File: src/rtl/demux_1to7_buf_pkg.sv
// Shared datapath definitions for the buffered 1-to-7 demultiplexer.
package demux_1to7_buf_pkg;

  localparam int DATA_W       = 32;
  localparam int NUM_OUT      = 7;
  localparam int SEL_W        = 4;
  localparam int DEFAULT_SLOT = 0;

  // Out-of-range selects fall back to the default slot, matching the 7:1 select mux.
  function automatic logic [SEL_W-1:0] clamp_sel(input logic [SEL_W-1:0] sel);
    logic [SEL_W-1:0] max_sel;
    max_sel = SEL_W'(NUM_OUT - 1);
    return (sel <= max_sel) ? sel : SEL_W'(DEFAULT_SLOT);
  endfunction

endpackage

File: src/rtl/demux_1to7_buf_slot.sv
// Single-entry output buffer: one word held under a valid/ready pair.
module demux_slot
  import demux_1to7_buf_pkg::*;
#(
  parameter int DATA_W = demux_1to7_buf_pkg::DATA_W
) (
  input  logic              i_clk,
  input  logic              i_rst_n,
  input  logic              i_wr,
  input  logic [DATA_W-1:0] i_data,
  input  logic              i_rd,
  output logic              o_valid,
  output logic [DATA_W-1:0] o_data,
  output logic              o_can_wr
);

  // A slot can be written when empty or when its consumer takes the word this cycle.
  assign o_can_wr = !o_valid | i_rd;

  // Occupancy: a refill wins over a drain so the slot stays full on a same-cycle swap.
  always_ff @(posedge i_clk or negedge i_rst_n) begin
    if (!i_rst_n) begin
      o_valid <= 1'b0;
    end else if (i_wr) begin
      o_valid <= 1'b1;
    end else if (i_rd) begin
      o_valid <= 1'b0;
    end
  end

  // Data changes only on a write; it is held while full and after draining.
  always_ff @(posedge i_clk or negedge i_rst_n) begin
    if (!i_rst_n) begin
      o_data <= '0;
    end else if (i_wr) begin
      o_data <= i_data;
    end
  end

endmodule

File: src/rtl/demux_1to7_buf.sv
// Buffered 1-to-7 demultiplexer: steers each accepted word into one of seven
// single-entry slots, each drained independently by its own consumer.
module demux_1to7_buf
  import demux_1to7_buf_pkg::*;
#(
  parameter int DATA_W  = demux_1to7_buf_pkg::DATA_W,
  parameter int NUM_OUT = demux_1to7_buf_pkg::NUM_OUT,
  parameter int SEL_W   = demux_1to7_buf_pkg::SEL_W
) (
  input  logic                      i_clk,
  input  logic                      i_rst_n,
  input  logic [DATA_W-1:0]         i_data,
  input  logic [SEL_W-1:0]          i_sel,
  input  logic                      i_valid,
  output logic                      o_ready,
  output logic [NUM_OUT*DATA_W-1:0] o_data,
  output logic [NUM_OUT-1:0]        o_valid,
  input  logic [NUM_OUT-1:0]        i_ready,
  output logic                      o_bad_sel
);

  localparam logic [SEL_W-1:0] MAX_SEL = SEL_W'(NUM_OUT - 1);

  logic [SEL_W-1:0]   tgt;
  logic               accept;
  logic [NUM_OUT-1:0] can_wr;
  logic [NUM_OUT-1:0] wr;

  assign tgt    = clamp_sel(i_sel);
  assign accept = i_valid & o_ready;

  // Ready follows the target slot's write permission; decoded by compare to avoid a wide index.
  always_comb begin
    o_ready = 1'b0;
    for (int k = 0; k < NUM_OUT; k++) begin
      if (tgt == SEL_W'(k)) begin
        o_ready = can_wr[k];
      end
    end
  end

  // ---- slot stage: one buffer per destination ----
  for (genvar k = 0; k < NUM_OUT; k++) begin : g_slot
    assign wr[k] = accept & (tgt == SEL_W'(k));

    demux_slot #(.DATA_W(DATA_W)) u_slot (
      .i_clk    (i_clk),
      .i_rst_n  (i_rst_n),
      .i_wr     (wr[k]),
      .i_data   (i_data),
      .i_rd     (i_ready[k]),
      .o_valid  (o_valid[k]),
      .o_data   (o_data[k*DATA_W +: DATA_W]),
      .o_can_wr (can_wr[k])
    );
  end

  // One-cycle flag for an accepted word whose select was out of range.
  always_ff @(posedge i_clk or negedge i_rst_n) begin
    if (!i_rst_n) begin
      o_bad_sel <= 1'b0;
    end else begin
      o_bad_sel <= accept & (i_sel > MAX_SEL);
    end
  end

endmodule
File: config.mk
export PLATFORM = sky130hd
export DESIGN_NAME = demux_1to7_buf
export DESIGN_NICKNAME = d
export VERILOG_FILES = /design/src/rtl/demux_1to7_buf_pkg.sv /design/src/rtl/demux_1to7_buf_slot.sv /design/src/rtl/demux_1to7_buf.sv
export SDC_FILE = /design/constraint.sdc
export NUM_CORES = 1
export LEC_CHECK = 0
export ABC_AREA = 0
export CAP_MARGIN = 20
export CORE_ASPECT_RATIO = 1.1
export CORE_MARGIN = 2
export CORE_UTILIZATION = 42
export DETAILED_ROUTE_END_ITERATION = 12
export GPL_TIMING_DRIVEN = 0
export PLACE_DENSITY = 0.76
export SYNTH_ARGS = -nofsm -noshare
export SYNTH_HDL_FRONTEND = slang
export SYNTH_SLANG_ARGS = --single-unit
File: constraint.sdc
create_clock -name i_clk -period 1.5 [get_ports i_clk]
set_input_delay 0.3 -clock i_clk [delete_from_list [all_inputs] [get_ports i_clk]]
set_output_delay 0.3 -clock i_clk [all_outputs]
set_load 0.01 [all_outputs]
# After elaboration in Yosys (flattened, before gate mapping)

Index checks and enable logic that the tools add are counted.

Input port bits: 46
Bits in registers: 232
Word-level logic and storage cells: 76

Multiplexer cells: 22
Reductions and logical operators: 15
Bitwise logic cells: 16
$lt $le $gt $ge: 2
Equality and inequality tests: 6

Operators by type and width:

| kind                                                            | count |
|---|---|
| 2-to-1 mux 1 bit                                                | 21 |
| nonzero test 2 bit                                              | 7 |
| equality test 4 x 3 -> 1 bit (second input constant)            | 3 |
| AND 1 bit                                                       | 9 |
| equality test 4 x 2 -> 1 bit (second input constant)            | 2 |
| logical NOT 1 bit                                               | 7 |
| OR 1 bit                                                        | 7 |
| equality test 4 x 1 -> 1 bit (second input constant)            | 1 |
| > comparator 4 x 3 -> 1 bit (second input constant)             | 1 |
| less-or-equal comparator 4 x 3 -> 1 bit (second input constant) | 1 |
| logical NOT 4 bit                                               | 1 |
| 2-to-1 mux 4 bit                                                | 1 |

# Depth between registers and ports, before layout

Word-level depth: 13
Depth in mapped cells: 7
Mapped depth without buffers: 4

# By module

A second synthesis with hierarchy kept.

Cells, all modules: 539
Area total of the unflattened synthesis: 9,959.6 sq um

By module, submodules not included:

| module         | cells each | instances | area an instance (sq um) |
|---|---|---|---|
| demux_slot     | 71         | 7         | 1,378.8 |
| demux_1to7_buf | 42         | 1         | 307.8 |

# Worst setup path before layout

Ideal clock, no wire load.

Kind: input -> register
From: input port i_sel[1]
To: register g_slot[1].u_slot.o_data[21]
Required time: 1.375 ns
Setup time: 0.125 ns
Cell stages on the path: 6
Slack: -0.192 ns
Data arrival time: 1.567 ns
Buffers on the path: 2
Cells stage by stage: nor4b_1 -> a22o_1 -> o211a_1 -> buf_6 -> buf_8 -> mux2_4

Word-level cells in the longest chain between the ends: 12
Elaborated cells on any way between the ends: 18
Classes of those cells: order compare (1); eq/ne (6); mux (8); bitwise (2); reduce/logical (1)

RTL lines:

| item                                    | line                      | source |
|---|---|---|
| start: declaration                      | demux_1to7_buf.sv:13      | `input logic [SEL_W-1:0] i_sel,` |
| less-or-equal comparator 4 x 3 -> 1 bit | demux_1to7_buf_pkg.sv:13  | `return (sel <= max_sel) ? sel : SEL_W'(DEFAULT_SLOT);` |
| 2-to-1 mux 4 bit (*)                    | demux_1to7_buf_pkg.sv:13  |  |
| logical NOT 4 bit                       | demux_1to7_buf.sv:36      | `if (tgt == SEL_W'(k)) begin` |
| 2-to-1 mux 1 bit (7 in a row)           | demux_1to7_buf.sv:36      |  |
| AND 1 bit                               | demux_1to7_buf.sv:30      | `assign accept = i_valid & o_ready;` |
| AND 1 bit (*)                           | demux_1to7_buf.sv:44      | `assign wr[k] = accept & (tgt == SEL_W'(k));` |
| end signal: assignment                  | demux_1to7_buf_slot.sv:36 | `o_data <= i_data;` |
| end: declaration                        | demux_1to7_buf_slot.sv:13 | `output logic [DATA_W-1:0] o_data,` |

Mark *: on every way between the ends. The rest lies on a longest branch, timed or not.
A chain may end at the register's enable or synchronous reset.

# Worst setup path after layout

From: register g_slot[4].u_slot.o_valid
To: output port o_ready

Word-level cells in the longest chain between the ends: 5

RTL lines:

| item                          | line                      | source |
|---|---|---|
| start: declaration            | demux_1to7_buf_slot.sv:12 | `output logic o_valid,` |
| start signal: assignment      | demux_1to7_buf_slot.sv:23 | `o_valid <= 1'b0;` |
| start signal: assignment      | demux_1to7_buf_slot.sv:25 | `o_valid <= 1'b1;` |
| start signal: assignment      | demux_1to7_buf_slot.sv:27 | `o_valid <= 1'b0;` |
| logical NOT 1 bit             | demux_1to7_buf_slot.sv:18 | `assign o_can_wr = !o_valid \| i_rd;` |
| OR 1 bit                      | demux_1to7_buf_slot.sv:18 |  |
| 2-to-1 mux 1 bit (3 in a row) | demux_1to7_buf.sv:36      |  |
| end: declaration              | demux_1to7_buf.sv:15      | `output logic o_ready,` |

No other way between the ends.

==> flow_summary_export.csv <==
group,metric,value,unit
run_status,status,"finished with violations",
run_status,violations,"hold timing, setup timing",
critical_path,crit_required,1.20,ns
global_routing,grtUsageTotal,24.8,%
logic_synthesis,synth_edf_count,0,
logic_synthesis,yosysSeqAreaShare,65.3,%
critical_path,worstPathCellList,"nand2b_1 > o211a_1 > a211oi_2 > nand2_1 > buf_2",
global_routing,overflow,0,
pwr,p_sw_share,27.4,%
sta,timing.fmax,469,MHz
layout,num-nets-final,954,
critical_path,path_class,"flop to output pin",
layout,mostFrequentLayoutCells,"dfrtp_1, clkdlybuf4s15_1, mux2_4, mux2_2, dlygate4sd2_1",
route,final_antenna_net_count,0,
critical_path,worstSetupStartpointType,"flop",
clock_network,path_clk_slew,0.06,ns
logic_synthesis,synth.distinct_cells,33,
route,drt_first_iter_violations,281,
pwr,power_frac_comb,26.7,%
critical_path,rrSetupSlack,-0.40,ns
clock_network,cts_buffer_depth,3,
clock_network,root_buffer,"clkbuf_16",
sta,rsz0062_at_grt,"yes",
pwr,max-vdd-ir-drop,0.000972,V
global_routing,grt_max_degree,121,
global_routing,grt_pass1_wl,42100,um
die,dieArea,0.0223,mm2
sta,relSlewSlack,40.7,%
critical_path,critPathSlowestCell,"dfrtp_1",
route,drc,0,
route,vias,6084,
min_path,min_path_type,"input pin to asynchronous set/reset pin",
placement,gp_congestion,0.811,
layout,final_util,70.5,%
layout,n_antenna_cell,0,
sta,fin_ws,-0.633,ns
pwr,power_density,1300,mW/mm2
critical_path,worstPathMaxFanout,3,
route,drtPass1Iterations,4,
logic_synthesis,yosys.area.top_type,"dfrtp_1",
pwr,p_int,0.0137,W
clock_network,ctsHtreeMaxLevel,1,
sta,skew,0.0125,ns
sta,tns,-50.31,ns
sta,holdWs,-0.183,ns
layout,stdcell_count,1181,
logic_synthesis,syn_area,0.00889,mm2
sta,finalHoldViolCount,112,
die,initial_core_util,43.0,%
pwr,clkPwrFrac,29.7,%
critical_path,cp_slowest_stage_delay,0.41,ns
layout,drive_above_1_share,43.6,%
placement,port-buffer-count,278,
global_routing,antenna_found_initial,0,
logic_synthesis,syn_avg_cell_area,16.6,um2
die,design.portCount,279,
sta,worst_slew_pin_slew,0.889,ns
pwr,p_leak,7.15,nW
pwr,seq_power_share,43.6,%
logic_synthesis,synthArstFlopShare,100,%
clock_network,clock_latency,0.50,ns
run,cap_violations,0,
global_routing,grt_pass1_vias,6890,
sta,period_minus_slack,2.13,ns
pwr,netSwitchingPower,0.00518,W
placement,dpl.hpwl,16600,um
critical_path,endpoint_kind,"output pin",
logic_synthesis,syn_inst,535,
die,dieHeight,157,um
layout,mostFrequentLayoutCell,"dfrtp_1",
layout,syn2layout_area_growth,63.8,%
sta,finalCritPeriodShare,142,%
route,wl_per_cell,23.6,um
clock_network,cts-buffers-inserted,25,
logic_synthesis,syn-num-nets,581,
placement,placed_cells,1070,
route,via_per_inst,5.15,
die,chipWidth,143,um
route,drt_wl_total,27900,um
critical_path,critPathArrivalTime,1.83,ns
logic_synthesis,ys_seq_elements,232,
die,rows,55,
clock_network,cts_tree,"yes",
placement,pre_cts_ws,-1.15,ns
logic_synthesis,synth_area_leaders,"dfrtp_1, mux2_2, mux2_1",
clock_network,clkSinkCount,232,
logic_synthesis,yosysWarningCount,0,
die,coreArea,0.0206,mm2
logic_synthesis,synth_ff_type,"dfrtp_1",
sta,slew_violations,0,
logic_synthesis,synth_top_area_share,65.3,%
sta,setup_violations,198,
==> flip-flops by register name (all words and copies together) (netlist names) <==
register,count
g_slot.u_slot.o_data,224
g_slot.u_slot.o_valid,7
o_bad_sel,1
==> per-layer routing <==
metal / routed length, um / share of wire [%] / up-vias / global-route usage, %
li1: - / - / 2637 / -
met1: 11000 / 39 / 3169 / 30.5
met2: 14200 / 51 / 238 / 43.0
met3: 2180 / 7.8 / 40 / 7.41
met4: 571 / 2.0 / 0 / 6.27
met5: 0 / 0 / - / 0
==> final timing paths <==
check                                                        start                                      end  depth (start not counted)
setup / recovery              g_slot[4].u_slot.o_valid$_DFFE_PN0P_                                  o_ready                          5
hold / removal                                             i_rst_n   g_slot[2].u_slot.o_data[2]$_DFFE_PN0P_                          1
setup reg to reg              g_slot[4].u_slot.o_valid$_DFFE_PN0P_  g_slot[5].u_slot.o_data[13]$_DFFE_PN0P_                          8
hold reg to reg            g_slot[6].u_slot.o_data[29]$_DFFE_PN0P_  g_slot[6].u_slot.o_data[29]$_DFFE_PN0P_                          1
max in group asynchronous                                  i_rst_n  g_slot[0].u_slot.o_data[18]$_DFFE_PN0P_                          2
min in group i_clk                                         i_valid                      o_bad_sel$_DFF_PN0_                          3
==> power by group through the flow <==
stage / logic (W) / clock network [W] / registers, W
global placement: 0.00503 / 0 / 0.00821
detailed placement: 0.00514 / 0 / 0.00828
CTS: 0.00481 / 0.00572 / 0.00817
finish: 0.00504 / 0.00561 / 0.00823
global route: 0.00535 / 0.00600 / 0.00838
floorplan: 0.00129 / 0 / 0.00878
==> stage by stage <==
stage	hold slack (ns)	area [um2]	total power (W)
2_1_floorplan	0.00441	9100	0.0101
3_3_place_gp	0.487	12200	0.0132
3_5_place_dp	0.418	12200	0.0134
4_1_cts	-0.117	14300	0.0187
5_1_grt	-0.0725	14600	0.0197
6_report	-0.183	14600	0.0189
==> area by class of cell <==
type | instances | area [um2]
plain buffers | 27 | 448
clock buffers | 36 | 697
clock inverters | 8 | 46.3
fillers | 1301 | 6090
inverters | 3 | 11.3
multi-input cells | 270 | 3520
flip-flops and latches | 232 | 5810
well taps | 256 | 320
repair buffers | 349 | 3710
==> timing repair <==
item                                    in CTS  in global routing
gates cloned                                15                  2
pin swaps                                    9                 10
endpoints found under the setup margin     464                382
gates resized for setup                    489                194
setup buffers                               69                 13
endpoints found under the hold margin      112                112
==> cells in the mapped netlist, types with 2 or more instances <==
cell type / n
inv_1: 3
mux2_1: 20
dfrtp_1: 232
nand2_1: 6
nor2_1: 2
nand2b_1: 5
mux2_4: 10
nand3_1: 3
o211a_1: 2
nor2b_1: 6
o21ai_0: 2
buf_4: 9
and3_1: 2
o211ai_1: 4
buf_6: 4
buf_2: 15
mux2_2: 194
==> critical path: cells and delay by family, from the launching register on <==
family          cells  cell delay [ns]
flops               1             0.41
simple gates        2             0.27
compound gates      2             0.49
buf+inv             1             0.17
==> cell families (layout without fill, tap and decap cells) <==
group                  count (synthesis)  count (layout)  synth area share, %
AO/OA/AOI/OAI                         16              16                 1.42
flip-flops                           232             232                 65.3
buffers and inverters                 33             423                 2.45
AND/OR/NAND/NOR                       30              30                 2.00
multiplexers                         224             224                 28.8
(Power assumes the default switching activity.)
==> RTL change 1, RTL diff (config.mk and constraints unchanged) <==
The package constant `SEL_W` goes from 4 to 3.
--- a/src/rtl/demux_1to7_buf_pkg.sv
+++ b/src/rtl/demux_1to7_buf_pkg.sv
@@ -3,7 +3,7 @@
 
   localparam int DATA_W       = 32;
   localparam int NUM_OUT      = 7;
-  localparam int SEL_W        = 4;
+  localparam int SEL_W        = 3;
   localparam int DEFAULT_SLOT = 0;
 
   // Out-of-range selects fall back to the default slot, matching the 7:1 select mux.
Ports: changed (resized i_sel); port bits go from 279 to 278. The function was not compared with the original's and may differ.
==> RTL change 1 against the unedited design <==
  * The flow still finishes with violations (hold timing, setup timing)
  * Wire length down 1.6%
  * Setup slack worse by 65 ps
  * Sequential share of layout area up 0.13 points
  * Design area down 0.33%
  * Sequential cell count unchanged
  * Synthesized area down 0.20%
  * Total power up 9.6%
  * Sequential power up 5.5%
  * Critical path type unchanged
==> RTL change 1: results (changes against the unedited design) <==
gp_congestion: 0.834  # +2.9%
finalWirelength_mm: 27.5  # -1.6%
clk_skew_ps: 8.26  # -4.23 ps
grt_pass1_vias: 6634  # -3.7%
run_status: "complete, but fails checks"
intPower_uw: 14900  # +8.9%
violations: "hold timing, setup timing"
dpl.cell_count: 1065  # -0.47%
grt_pass1_wl_mm: 40.8  # -3.2%
crit-reg2reg-launch: "g_slot[2].u_slot.o_valid"
pin_count_of_the_biggest_net_entering_global_routing: 128  # +5.8%
rrSetupSlack_ps: -680  # -280 ps
area_fraction_in_compound_gates_after_synthesis_pct: 1.74  # +0.31 points
post_synth_net_total: 577  # -0.69%
yosys-mux-area-fraction_pct: 28.4  # -0.37 points
critPathArrivalTime_ps: 1900  # +70 ps
synth_commonest_cells: "dfrtp_1, mux2_2, buf_2, buf_4, nand2_1"
final_hold_viol_count: 105  # -6.3%
timing.slew.headroom_pct: 46.1  # +5.3 points
hold_ws_ps: -182  # +1.78 ps
rr_endpoint: "g_slot[0].u_slot.o_data[18]"
detail_route.iter0.violations: 170  # -40%
gr_usage_total_pct: 24.0  # -0.84 points
setup_violations: 201  # +1.5%
via_count: 6062  # -0.36%
final_critical_path_setup_slack_ps: -699  # -65.4 ps
io_buffer_count: 276  # -0.72%
cts_made_buffers: 24  # -4.0%
critPathMaxFanout: 2  # -1
final_layout_size_suffix_gt1_share_pct: 44.1  # +0.56 points
synth.lib_cells_used.distinct: 31  # -6.1%
startpoint_of_the_most_critical_setup_path: "g_slot[2].u_slot.o_valid"
RTL change 1: cell families after synthesis:
family,Yosys count
simple gates,28
buf+inv,33
flops,232
compound gates,15
mux,224
RTL change 1: what timing repair did:
item / 4_1_cts / 5_1_grt
pin swaps: 7 / 7
resized for setup: 490 / 144
setup endpoints to repair: 463 / 340
endpoints found under the hold margin: 105 / 105
gates cloned: 14 / 3
setup buffers: 48 / 11
RTL change 1: per-layer routing:
layer / vias to the layer above / GRT usage, % / part of all wire, % / routed length [um]
li1: 2634 / - / - / -
met1: 3099 / 29.4 / 39 / 10700
met2: 260 / 40.3 / 49 / 13600
met3: 69 / 7.47 / 8.0 / 2200
met4: 0 / 8.25 / 3.4 / 930
met5: - / 0 / 0 / 0
RTL change 1: power groups by stage:
stage	registers (uW)	clock network, uW	logic, uW
CTS	8620	6060	5920
global placement	8640	0	6280
finish	8680	5940	6080
floorplan	9320	0	1810
global route	8850	6300	6420
detailed placement	8720	0	6400
RTL change 1: area by class of cell:
class	instances	area (sq um)
Fill cell	1295	6130
Sequential cell	232	5810
Timing Repair Buffer	349	3750
Multi-Input combinational cell	267	3390
Clock buffer	36	727
Buffer	26	447
Tap cell	256	320
Clock inverter	7	62.6
Inverter	3	11.3
RTL change 1: through the flow:
step | TNS [ps] | area, sq um | setup slack [ps]
global route | -94080 | 14500 | -794
detailed placement | -226730 | 12300 | -1320
floorplan | -54930 | 9230 | -483
finish | -81270 | 14500 | -699
CTS | -79800 | 14300 | -702
global placement | -2288030 | 12300 | -8960
RTL change 1: worst max-delay path: stages (launching register included):
cell and delay (ps):
dfrtp_1 340, or3b_1 360, a32o_2 270, o21ai_2 170, a21oi_2 80, buf_2 160
RTL change 1: worst min-delay path by stage:
stage | from | to | slack [ps] | depth (start not counted)
after detailed placement | i_rst_n | g_slot[6].u_slot.o_data[3] | 400 | 1
after floorplan | i_rst_n | g_slot[0].u_slot.o_data[0] | 4 | 0
after global routing | i_rst_n | g_slot[6].u_slot.o_data[3] | -130 | 1
final | i_rst_n | g_slot[6].u_slot.o_data[3] | -180 | 1
after CTS | i_rst_n | g_slot[6].u_slot.o_data[3] | -150 | 1
after global placement | g_slot[3].u_slot.o_data[5] | g_slot[3].u_slot.o_data[5] | 490 | 1
==> RTL change 2, RTL diff (config.mk and constraints unchanged) <==
Without the edit above. Make the reset (`i_rst_n`) synchronous in 3 clocked blocks.
--- a/src/rtl/demux_1to7_buf_slot.sv
+++ b/src/rtl/demux_1to7_buf_slot.sv
@@ -18,7 +18,7 @@
   assign o_can_wr = !o_valid | i_rd;
 
   // Occupancy: a refill wins over a drain so the slot stays full on a same-cycle swap.
-  always_ff @(posedge i_clk or negedge i_rst_n) begin
+  always_ff @(posedge i_clk) begin
     if (!i_rst_n) begin
       o_valid <= 1'b0;
     end else if (i_wr) begin
@@ -29,7 +29,7 @@
   end
 
   // Data changes only on a write; it is held while full and after draining.
-  always_ff @(posedge i_clk or negedge i_rst_n) begin
+  always_ff @(posedge i_clk) begin
     if (!i_rst_n) begin
       o_data <= '0;
     end else if (i_wr) begin
--- a/src/rtl/demux_1to7_buf.sv
+++ b/src/rtl/demux_1to7_buf.sv
@@ -56,7 +56,7 @@
   end
 
   // One-cycle flag for an accepted word whose select was out of range.
-  always_ff @(posedge i_clk or negedge i_rst_n) begin
+  always_ff @(posedge i_clk) begin
     if (!i_rst_n) begin
       o_bad_sel <= 1'b0;
     end else begin
Behaviour: differs if i_rst_n is asserted again (counterexample within 4 cycles, from zero or initial values and one cycle with i_rst_n low); with i_rst_n held inactive, the same outputs for 4 cycles.
==> RTL change 2 against the unedited design <==
  * Wire length grew 13%
  * Design area down 2.4%
  * Synthesized area grew 3.3%
  * The flow finishes with violations (setup timing)
  * Sequential cell count is the same
  * First-iteration DRC count increased by 16%
  * Setup slack better by 200 ps
  * Critical endpoint unchanged
  * Non-clock buffer count increased by 31
Power is not compared: it rests on default switching activity, and its combinational part moved more than twofold at a synthesized area within 25%.
==> RTL change 2: results (changes against the unedited design) <==
yosys-top-cells-area: "dfxtp_1, mux2i_1, nor2b_1"
dp_hpwl_mm: 20.2  # +22%
synth.lib_cells_used.distinct: 38  # +15%
pin_count_of_the_biggest_net_entering_global_routing: 14  # -88%
startpoint_of_the_most_critical_setup_path: "g_slot[4].u_slot.o_valid"
via_count: 7886  # +30%
final_layout_size_suffix_gt1_share_pct: 17.4  # -26 points
gp_congestion: 0.833  # +2.7%
critPathArrivalTime_ps: 1630  # -200 ps
stdcell_count: 1575  # +33%
violations: "setup timing"
grt_util_met1_pct: 31.8  # +1.3 points
clk_skew_ps: 13.2  # +0.721 ps
setup_violations: 198  # unchanged
grt_pass1_wl_mm: 48.0  # +14%
dr_wl_cell_um: 20.1  # -15%
synth.yosys.seq_area_share_pct: 50.6  # -15 points
synth_commonest_cells: "dfxtp_1, nand2_1, mux2i_1"
final.setup.tns_ps: -57940  # -7630 ps
gr_usage_total_pct: 26.5  # +1.7 points
min_path_type: "primary input to flop"
hold_ws_ps: 227  # +410 ps
post_synth_net_total: 955  # +64%
final_critical_path_setup_slack_ps: -434  # +200 ps
run_status: "complete, but fails checks"
-- RTL change 2: cell types whose count changed after synthesis, sizes merged, moves of 33 or more --
cell / before / now
dfrtp: 232 / 0
dfxtp: 0 / 232
a21boi: 0 / 36
clkbuf: 1 / 37
nand2: 6 / 164
mux2i: 0 / 160
o21ai: 3 / 36
nor2b: 6 / 134
mux2: 224 / 0
-- RTL change 2: final cells by class --
type / count / area, sq um
multi-input cells: 602 / 4380
fillers: 1753 / 7160
plain buffers: 69 / 639
well taps: 290 / 363
flip-flops and latches: 232 / 4650
clock buffers: 35 / 693
repair buffers: 338 / 3420
clock inverters: 9 / 72.6
-- RTL change 2: cells by family (layout without fill, tap and decap cells) --
kind of cell           count (synthesis)  in the layout  synth area share (%)
AO/OA/AOI/OAI                         85             85                  6.69
buffers and inverters                 75            451                  5.63
flip-flops                           232            232                  50.6
multiplexers                         160            160                  17.4
AND/OR/NAND/NOR                      357            357                  19.7
-- RTL change 2: metal layers --
| layer | up-vias | share of wire [%] | wire, um |
|---|---|---|---|
| li1 | 3729 | - | - |
| met1 | 3800 | 41 | 13000 |
| met2 | 280 | 48 | 15300 |
| met3 | 77 | 6.5 | 2050 |
| met4 | 0 | 4.3 | 1350 |
| met5 | - | 0 | 0 |
-- RTL change 2: timing repair --
action                     CTS  global route
pin swaps                   21             6
setup endpoints to repair  464           234
setup buffers               50             8
cloned                      14             0
gates resized for setup    338            66
-- RTL change 2: power breakdown --
part | internal (uW) | switching, uW | leakage (uW)
clock network | 3380 | 2490 | 0.000380
registers | 6270 | 54.2 | 0.00188
logic | 617 | 692 | 0.00483
total | 10300 | 3230 | 0.00709
-- RTL change 2: critical path, cell delays in order (launching register included) --
cell and delay [ps]:
dfxtp_2 330, nor2b_4 200, nor4_4 50, a31o_4 220, nor2_4 100, o21ai_2 70
buf_2 140
